===== config.mk =====
export PLATFORM = sky130hd
export DESIGN_NAME = rx_unstuff_deserializer
export DESIGN_NICKNAME = d
export VERILOG_FILES = /design/src/rtl/usb_rx_pkg.sv /design/src/rtl/rx_sync_detect.sv /design/src/rtl/rx_unstuff_deserializer.sv
export SDC_FILE = /design/constraint.sdc
export NUM_CORES = 1
export LEC_CHECK = 0
export CORE_MARGIN = 4
export CORE_UTILIZATION = 50
export CTS_CLUSTER_DIAMETER = 50
export DETAILED_ROUTE_END_ITERATION = 10
export GPL_TIMING_DRIVEN = 0
export PLACE_DENSITY = 0.78
export SETUP_SLACK_MARGIN = 0.15
export SYNTH_ARGS = -nofsm -noshare
export SYNTH_HDL_FRONTEND = slang
export SYNTH_SLANG_ARGS = --single-unit

===== constraint.sdc =====
create_clock -name clk -period 1.95 [get_ports clk]
set_clock_uncertainty 0.15 [all_clocks]
set_input_delay 0.4875 -clock clk [delete_from_list [all_inputs] [get_ports clk]]
set_output_delay 0.4875 -clock clk [all_outputs]
set_load 0.01 [all_outputs]

===== src/rtl/usb_rx_pkg.sv =====
// Shared types and constants for the USB receive unstuff/deserialize path.
//   rx_state_t           : receive FSM states
//   USB_SYNC_DECODED     : SYNC pattern after NRZI decode, LSB first
//   DEFAULT_STUFF_LEN    : ones run that forces a stuff bit
//   DEFAULT_SYNC_MIN_ZEROS : minimum zero run before the SYNC trailing 1
package usb_rx_pkg;

    typedef enum logic [1:0] {
        IDLE  = 2'd0,
        RECV  = 2'd1,
        ERROR = 2'd2
    } rx_state_t;

    localparam logic [7:0]  USB_SYNC_DECODED       = 8'h80;
    localparam int unsigned DEFAULT_STUFF_LEN      = 6;
    localparam int unsigned DEFAULT_SYNC_MIN_ZEROS = 5;

    localparam int unsigned BYTE_W     = 8;
    localparam int unsigned BIT_CNT_W  = 3;
    localparam int unsigned ZERO_CNT_W = 3;

endpackage


===== src/rtl/rx_sync_detect.sv =====
// SYNC hunter: counts consecutive decoded zeros (saturating at 7) while
// enabled and flags a 1 that follows a long enough zero run.
//   clk, i_rst       : clock, synchronous active-high reset
//   i_enable         : hunting allowed (receiver idle); counter held clear otherwise
//   i_bit_valid      : i_bit is a new bit-time sample
//   i_bit            : decoded bit
//   i_eop            : end-of-packet pulse, restarts the hunt
//   o_sync_found_c   : combinational, this sample is the SYNC trailing 1
module rx_sync_detect
    import usb_rx_pkg::*;
#(
    parameter int unsigned SYNC_MIN_ZEROS = DEFAULT_SYNC_MIN_ZEROS
) (
    input  logic clk,
    input  logic i_rst,
    input  logic i_enable,
    input  logic i_bit_valid,
    input  logic i_bit,
    input  logic i_eop,
    output logic o_sync_found_c
);

    localparam logic [ZERO_CNT_W-1:0] ZERO_SAT = '1;

    logic [ZERO_CNT_W-1:0] r_zero_cnt;

    // Zero-run counter; any 1, eop or leaving idle restarts the run.
    always_ff @(posedge clk) begin
        if (i_rst || !i_enable || i_eop) begin
            r_zero_cnt <= '0;
        end else if (i_bit_valid) begin
            if (i_bit) begin
                r_zero_cnt <= '0;
            end else if (r_zero_cnt != ZERO_SAT) begin
                r_zero_cnt <= ZERO_CNT_W'(r_zero_cnt + 1'b1);
            end
        end
    end

    // eop wins over a same-cycle bit.
    assign o_sync_found_c = i_enable && i_bit_valid && i_bit && !i_eop &&
                            (r_zero_cnt >= ZERO_CNT_W'(SYNC_MIN_ZEROS));

endmodule


===== src/rtl/rx_unstuff_deserializer.sv =====
// USB receive stage after the NRZI decoder: SYNC hunt, bit unstuffing,
// stuff-violation detection and LSB-first byte packing.
//   clk, RST     : clock, synchronous active-high reset
//   bit_valid    : decoded_bit carries a new bit-time sample
//   decoded_bit  : NRZI-decoded bit
//   eop          : end-of-packet pulse from the line-state logic
//   rx_data      : last completed byte (held until the next one)
//   rx_valid     : one-cycle pulse, rx_data just updated
//   rx_active    : high from SYNC detection until eop or stuff error
//   stuff_err    : one-cycle pulse, a 1 sat where a stuff 0 was required
//   byte_err     : one-cycle pulse, eop arrived with a partial byte pending
module rx_unstuff_deserializer
    import usb_rx_pkg::*;
#(
    parameter int unsigned STUFF_LEN      = DEFAULT_STUFF_LEN,
    parameter int unsigned SYNC_MIN_ZEROS = DEFAULT_SYNC_MIN_ZEROS
) (
    input  logic              clk,
    input  logic              RST,
    input  logic              bit_valid,
    input  logic              decoded_bit,
    input  logic              eop,
    output logic [BYTE_W-1:0] rx_data,
    output logic              rx_valid,
    output logic              rx_active,
    output logic              stuff_err,
    output logic              byte_err
);

    localparam int unsigned ONES_W = $clog2(STUFF_LEN + 1);

    rx_state_t             r_state;
    rx_state_t             w_state_next;

    logic [ONES_W-1:0]     r_ones_cnt;
    logic [BIT_CNT_W-1:0]  r_bit_cnt;
    logic [BYTE_W-1:0]     r_shift;
    logic [BYTE_W-1:0]     r_rx_data;
    logic                  r_rx_valid;
    logic                  r_rx_active;
    logic                  r_stuff_err;
    logic                  r_byte_err;

    logic [ONES_W-1:0]     w_ones_next;
    logic [BIT_CNT_W-1:0]  w_bit_cnt_next;
    logic [BYTE_W-1:0]     w_shift_next;
    logic [BYTE_W-1:0]     w_rx_data_next;
    logic                  w_rx_valid_next;
    logic                  w_rx_active_next;
    logic                  w_stuff_err_next;
    logic                  w_byte_err_next;

    logic                  w_sync_found;
    logic                  w_is_stuff;
    logic [BYTE_W-1:0]     w_shifted;

    rx_sync_detect #(
        .SYNC_MIN_ZEROS (SYNC_MIN_ZEROS)
    ) u_sync_detect (
        .clk            (clk),
        .i_rst          (RST),
        .i_enable       (r_state == IDLE),
        .i_bit_valid    (bit_valid),
        .i_bit          (decoded_bit),
        .i_eop          (eop),
        .o_sync_found_c (w_sync_found)
    );

    // After STUFF_LEN ones the next sample is a stuff bit, not data.
    assign w_is_stuff = (r_ones_cnt == ONES_W'(STUFF_LEN));
    // LSB-first packing: newest bit enters at the MSB.
    assign w_shifted  = {decoded_bit, r_shift[BYTE_W-1:1]};

    // State register.
    always_ff @(posedge clk) begin
        if (RST) begin
            r_state <= IDLE;
        end else begin
            r_state <= w_state_next;
        end
    end

    // Next-state logic.
    always_comb begin
        w_state_next = r_state;
        case (r_state)
            IDLE: begin
                if (w_sync_found) begin
                    w_state_next = RECV;
                end
            end
            RECV: begin
                if (eop) begin
                    w_state_next = IDLE;
                end else if (bit_valid && w_is_stuff && decoded_bit) begin
                    w_state_next = ERROR;
                end
            end
            ERROR: begin
                if (eop) begin
                    w_state_next = IDLE;
                end
            end
            default: w_state_next = IDLE;
        endcase
    end

    // Datapath and output decode; results are registered below.
    always_comb begin
        w_ones_next      = r_ones_cnt;
        w_bit_cnt_next   = r_bit_cnt;
        w_shift_next     = r_shift;
        w_rx_data_next   = r_rx_data;
        w_rx_valid_next  = 1'b0;
        w_rx_active_next = r_rx_active;
        w_stuff_err_next = 1'b0;
        w_byte_err_next  = 1'b0;
        case (r_state)
            IDLE: begin
                w_rx_active_next = 1'b0;
                if (w_sync_found) begin
                    // The SYNC trailing 1 counts toward the stuffing run.
                    w_ones_next      = ONES_W'(1);
                    w_bit_cnt_next   = '0;
                    w_shift_next     = '0;
                    w_rx_active_next = 1'b1;
                end
            end
            RECV: begin
                if (eop) begin
                    w_byte_err_next  = (r_bit_cnt != '0);
                    w_ones_next      = '0;
                    w_bit_cnt_next   = '0;
                    w_shift_next     = '0;
                    w_rx_active_next = 1'b0;
                end else if (bit_valid) begin
                    if (w_is_stuff) begin
                        w_ones_next = '0;
                        if (decoded_bit) begin
                            w_stuff_err_next = 1'b1;
                            w_rx_active_next = 1'b0;
                            w_bit_cnt_next   = '0;
                            w_shift_next     = '0;
                        end
                    end else begin
                        w_shift_next   = w_shifted;
                        w_bit_cnt_next = BIT_CNT_W'(r_bit_cnt + 1'b1);
                        w_ones_next    = decoded_bit ? ONES_W'(r_ones_cnt + 1'b1) : '0;
                        if (r_bit_cnt == BIT_CNT_W'(7)) begin
                            w_rx_data_next  = w_shifted;
                            w_rx_valid_next = 1'b1;
                        end
                    end
                end
            end
            ERROR: begin
                w_rx_active_next = 1'b0;
                w_ones_next      = '0;
                w_bit_cnt_next   = '0;
                w_shift_next     = '0;
            end
            default: begin
                w_rx_active_next = 1'b0;
            end
        endcase
    end

    // Datapath and output registers.
    always_ff @(posedge clk) begin
        if (RST) begin
            r_ones_cnt  <= '0;
            r_bit_cnt   <= '0;
            r_shift     <= '0;
            r_rx_data   <= '0;
            r_rx_valid  <= 1'b0;
            r_rx_active <= 1'b0;
            r_stuff_err <= 1'b0;
            r_byte_err  <= 1'b0;
        end else begin
            r_ones_cnt  <= w_ones_next;
            r_bit_cnt   <= w_bit_cnt_next;
            r_shift     <= w_shift_next;
            r_rx_data   <= w_rx_data_next;
            r_rx_valid  <= w_rx_valid_next;
            r_rx_active <= w_rx_active_next;
            r_stuff_err <= w_stuff_err_next;
            r_byte_err  <= w_byte_err_next;
        end
    end

    assign rx_data   = r_rx_data;
    assign rx_valid  = r_rx_valid;
    assign rx_active = r_rx_active;
    assign stuff_err = r_stuff_err;
    assign byte_err  = r_byte_err;

endmodule


Word level (Yosys, flattened, before mapping)
Index checks and enable logic that the tools add are counted.

operators by class
  add/subtract/negate cells = 3
  order comparisons = 1
  eq/ne operators = 12
  multiplexer cells = 33
  bitwise gates (word level) = 4
  reductions and logical operators = 23

operators with widths
  cell                                                                   number
  8-bit 2-to-1 mux                                                       5
  3-bit 2-to-1 mux                                                       12
  8-bit one-hot mux with 3 select lines                                  1
  3-bit one-hot mux with 3 select lines                                  2
  3-bit != test, second input constant                                   5
  5-bit OR reduction                                                     2
  3-bit by 1-bit adder with 3-bit output, second input constant          3
  3-bit AND reduction                                                    3
  2-bit 2-to-1 mux                                                       4
  1-bit 2-to-1 mux                                                       7
  3-bit equality test, second input constant                             2
  1-bit logical AND                                                      6
  2-bit one-hot mux with 3 select lines                                  1
  3-bit nonzero test                                                     2
  5-bit AND reduction                                                    1
  2-bit != test, second input constant                                   2
  4-bit != test, second input constant                                   1
  1-bit NOT                                                              4
  4-bit AND reduction                                                    1
  3-bit greater-or-equal comparator, second input constant               1
  3-bit OR reduction                                                     1
  2-bit by 1-bit equality test with 1-bit output, second input constant  1
  2-bit equality test, second input constant                             1
  1-bit zero test                                                        2
  other kinds (5)                                                        6

word-level totals
  flip-flop bits (word level) = 31
  input port bits = 5
  output and inout bits = 12
  word-level logic and storage cells = 86

Longest topological paths before layout
  depth after elaboration = 7
  mapped depth = 7
  depth with buffers taken out = 6

Modules after synthesis
From an unflattened synthesis, not the netlist that was laid out.

second synthesis, totals
  cells, all modules = 157
  area, all modules = 1468.9 um^2

modules (own cells, without submodules)
  module                   instances  cells each  area each (um^2)  seq. area each (um^2)
  rx_unstuff_deserializer  1          133         1265.0            540.5
  rx_sync_detect           1          24          203.9             60.1

Worst setup path after synthesis
No wires, ideal clock.

  kind = register -> register
  start = reg r_state[1]
  end = reg r_shift[7]
  library setup time = 0.123 ns
  data arrival time = 1.502 ns
  required time = 1.677 ns
  path slack = 0.175 ns
  stages on the path, launching flop included = 8
  path buffers = 1
  period minus slack after synthesis = 1.775 ns
  path through = dfxtp_1 > inv_1 > ha_1 > and2b_1 > a21oi_2 > o311ai_1 > buf_6 > o2bb2ai_1

on the way
  cells in the longest elaborated chain, start to end = 7
  elaborated cells on any way between the ends = 13
  those cells by class = eq/ne (5); mux (1); reduce/logical (7)

ends and longest elaborated chain
  what                                  RTL line                                                       RTL
  start, declared                       rx_unstuff_deserializer.sv:32                                  rx_state_t r_state;
  start signal, assigned                rx_unstuff_deserializer.sv:79                                  r_state <= w_state_next;
  2-bit zero test                       rx_unstuff_deserializer.sv:62, rx_unstuff_deserializer.sv:118
  1-bit logical AND (4 in a row)        rx_sync_detect.sv:41                                           assign o_sync_found_c = i_enable && i_bit_valid && i_bit && !i_eop &&
  2-bit != test (no source line)        n/a
  4-bit AND reduction (no source line)  n/a
  end signal, assigned                  rx_unstuff_deserializer.sv:182                                 r_shift <= w_shift_next;
  end, declared                         rx_unstuff_deserializer.sv:37                                  logic [BYTE_W-1:0] r_shift;

Parallel ways exist; a longest one is shown, timed or not.
A chain may end at the register's enable or synchronous reset.

Final worst setup path
  start = in bit_valid
  end = reg r_bit_cnt[0]

on the way
  cells in the longest elaborated chain, start to end = 6
  elaborated cells on any way between the ends = 7
  those cells by class = eq/ne (2); reduce/logical (5)

ends and longest elaborated chain
  what                                      RTL line                        RTL
  start, declared                           rx_unstuff_deserializer.sv:20   input logic bit_valid,
  1-bit logical AND (4 in a row)            rx_sync_detect.sv:41
  2-bit != test (no source line)            n/a
  4-bit AND reduction (no source line) (*)  n/a
  end signal, assigned                      rx_unstuff_deserializer.sv:181  r_bit_cnt <= w_bit_cnt_next;
  end, declared                             rx_unstuff_deserializer.sv:36   logic [BIT_CNT_W-1:0] r_bit_cnt;

Every way passes the cells marked *; elsewhere a longest branch is shown, timed or not.

==> flow_summary_export.csv <==
group,metric,value,unit
synth,synth_flop_cell,"dfxtp_1",
die,row_count,19,
critical_path,cp-start-kind,"primary input",
run,maxCapViolCount,0,
synth,yosys.area.top_type,"dfxtp_1",
worst_hold_path,worstHoldPathType,"reg -> reg",
synth,synth_area_leaders,"dfxtp_1 40%, mux2i_1 13%, ha_1 11%, nand2b_1 7.0%, nand2_1 3.2%",
clock_tree,cts_hold_buffers,0,
sta,max_freq,0.5554,GHz
pwr,p_clk_share,37.8,%
grt,first_global_vias,1312,
critical_path,reg2reg_depth,7,
grt,grt_pass1_wl,6.175,mm
worst_hold_path,min-delay-start,"r_shift[3]",
pwr,seqPwrFrac,58.2,%
layout,seq_area,605.6,µm²
status,outcome,"completed",
sta,period_needed,1.801,ns
critical_path,r2r_start,"r_state[1]",
die,die_width,63.14,µm
sta,rsz0062_at_grt,"yes",
critical_path,endpoint_kind,"register",
die,die_area,3987,µm²
synth,netlist_area,1520,µm²
layout,fill_cells,231,
clock_tree,cts_sinks,30,
critical_path,timing_worst_setup_path_type,"in -> reg",
sta,finalSetupViolations,0,
route,ant_nets,0,
sta,tns,0,ns
synth,yosysTopAreaCellShare,39.51,%
critical_path,cp.arrival,1.91,ns
critical_path,r2r_setup_slack,0.18,ns
clock_tree,cts_tree,"yes",
pwr,share_comb_of_total_power,4.0,%
layout,utilization,69.00,%
synth,syn_inst,157,
route,drt-pass1-iter-count,4,
route,drt_iter0_markers,36,
pwr,power.switching,0.2517,mW
die,die_h,63.14,µm
sta,maxSlewViolCount,0,
route,drt-total-wl,3.513,mm
place,hpwl,2.261,mm
die,core-area,2829,µm²
synth,yosysSeqAreaShare,39.51,%
place,routabilityCongestion,0.7693,
synth,syn_area_per_cell,9.683,µm²
sta,tightest_slew,0.3965,ns
synth,synth_edf_count,0,
synth,yosys_warnings,0,
synth,post-synth-top-count-cell,"dfxtp_1",
layout,drive_above_1_share,23.08,%
worst_hold_path,holdPathStages,2,
clock_tree,clock_latency,0.34,ns
clock_tree,clk_pin_slew_worst_paths,0.09,ns
clock_tree,cts_made_buffers,5,
pwr,max-vdd-ir-drop,437.1,µV
route,vias,1254,
place,place_area,1709,µm²
sta,period_share,92.34,%
clock_tree,htreeDepth,2,
layout,final_cell_area,1952,µm²
worst_hold_path,hold_end,"r_shift[2]",
synth,async_reset_ff_share,0,%
synth,ys_ff_latch,30,
synth,synth_commonest_cells,"30 x dfxtp_1, 19 x mux2i_1, 17 x nand2b_1",
critical_path,crit_required,2.06,ns
layout,multi_input_area,927.1,µm²
critical_path,path_max_fanout,7,
route,drcViolationCount,0,
layout,antenna_cells,0,
clock_tree,root_buffer,"clkbuf_4",
grt,antenna_found_initial,0,
grt,grt_max_degree,11,
grt,gr-total-overflow,0,
synth,synth_nets,175,
synth,synth_cell_types,38,
layout,finalNetCount,212,
pwr,powerDensity,540.8,nW/µm²
critical_path,r2r_end,"r_bit_cnt[0]",
die,start_util,53.74,%
pwr,p_int,0.8040,mW
sta,relSlewSlack,73.48,%
sta,whs,0.3226,ns
layout,syn_to_final_growth,28.39,%
pwr,switching_share,23.84,%
route,wire_per_inst,15.54,µm
clock_tree,max-clock-path-buffers,2,
place,port_buffers,15,
die,io_pins,17,
sta,hold_viol_final,0,
grt,track_usage,20.08,%
pwr,leakage,0.8640,nW
route,detail_route.vias_per_cell,5.549,
-- layer usage --
metal	wire length (µm)	global-route usage, %	part of all wire [%]	up-vias
li1	-	-	-	622
met1	1474	21.82	42	601
met2	1823	35.18	52	21
met3	120	6.039	3.4	10
met4	95	9.917	2.7	0
met5	0	0	0	-
-- power groups by stage --
stage | clock network (mW) | logic, mW | registers [mW]
2_1_floorplan | 0 | 0.0230 | 0.628
3_3_place_gp | 0 | 0.0392 | 0.628
3_5_place_dp | 0 | 0.0409 | 0.628
4_1_cts | 0.400 | 0.0414 | 0.614
5_1_grt | 0.451 | 0.0465 | 0.614
6_report | 0.399 | 0.0426 | 0.614
-- timing repair --
action | 4_1_cts | 5_1_grt
setup buffers | 10 | 4
resized for setup | 26 | 12
endpoints found under the setup margin | 36 | 24
pin swaps | 4 | 5
cloned | 1 | 0
-- worst max-delay path, stage by stage --
cell and delay [ns]:
dlygate4sd2_1 0.34, nand2_2 0.15, o31ai_4 0.40, o311ai_4 0.19
buf_6 0.17, mux2i_1 0.16
-- metrics by stage --
step                worst slack, ns  instances  power (mW)
CTS                          0.1475        222       1.055
detailed placement          -0.5616        203      0.6690
floorplan                    0.1749        157      0.6509
finish                       0.1493        226       1.056
global route                0.09612        226       1.112
global placement            -0.4847        203      0.6672
-- final cells by class --
class                      instances  share of cell area [%]
sequential                        30                   31.03
clock inverter                     1                  0.2564
multi-input combinational        115                   47.50
buffer                             5                   1.667
timing repair buffer              30                   13.40
inverter                           7                   1.346
tap                               31                   1.987
clock buffer                       7                   2.821
-- layout by cell type (no fill, tap or decap), types with 4 or more instances in the layout --
cell and count:
dfxtp_1 26, nor2_1 11, ha_1 12, nand2_1 12, mux2i_1 19, clkbuf_4 5, buf_4 14, inv_1 6
a21oi_1 6, dfxtp_2 4, nand2b_1 16, dlygate4sd2_1 14
-- worst max-delay path by stage --
stage | from | end | slack [ns]
floorplan | r_state[1] | r_shift[7] | 0.17
global placement | bit_valid | r_shift[7] | -0.48
detailed placement | bit_valid | r_bit_cnt[2] | -0.56
CTS | u_sync_detect.r_zero_cnt[1] | r_bit_cnt[2] | 0.15
global route | r_state[1] | r_shift[5] | 0.1
finish | bit_valid | r_bit_cnt[0] | 0.15
-- state kept, by name, indices dropped and copies added, names as in the netlist --
name	count
stuff_err	1
rx_active	1
byte_err	1
r_ones_cnt	3
rx_valid	1
u_sync_detect.r_zero_cnt	3
r_shift	7
r_state	2
rx_data	8
r_bit_cnt	3
-- cells by family after synthesis --
kind of cell / after synthesis / share of synthesized area (%)
DFF: 30 / 39.51
adders and majority gates: 13 / 10.70
AOI/OAI and AO/OA: 21 / 10.95
buffers and inverters: 12 / 3.704
muxes: 19 / 12.51
and+or+nand+nor: 62 / 22.63
No activity file was read; power rests on OpenSTA's default activity.
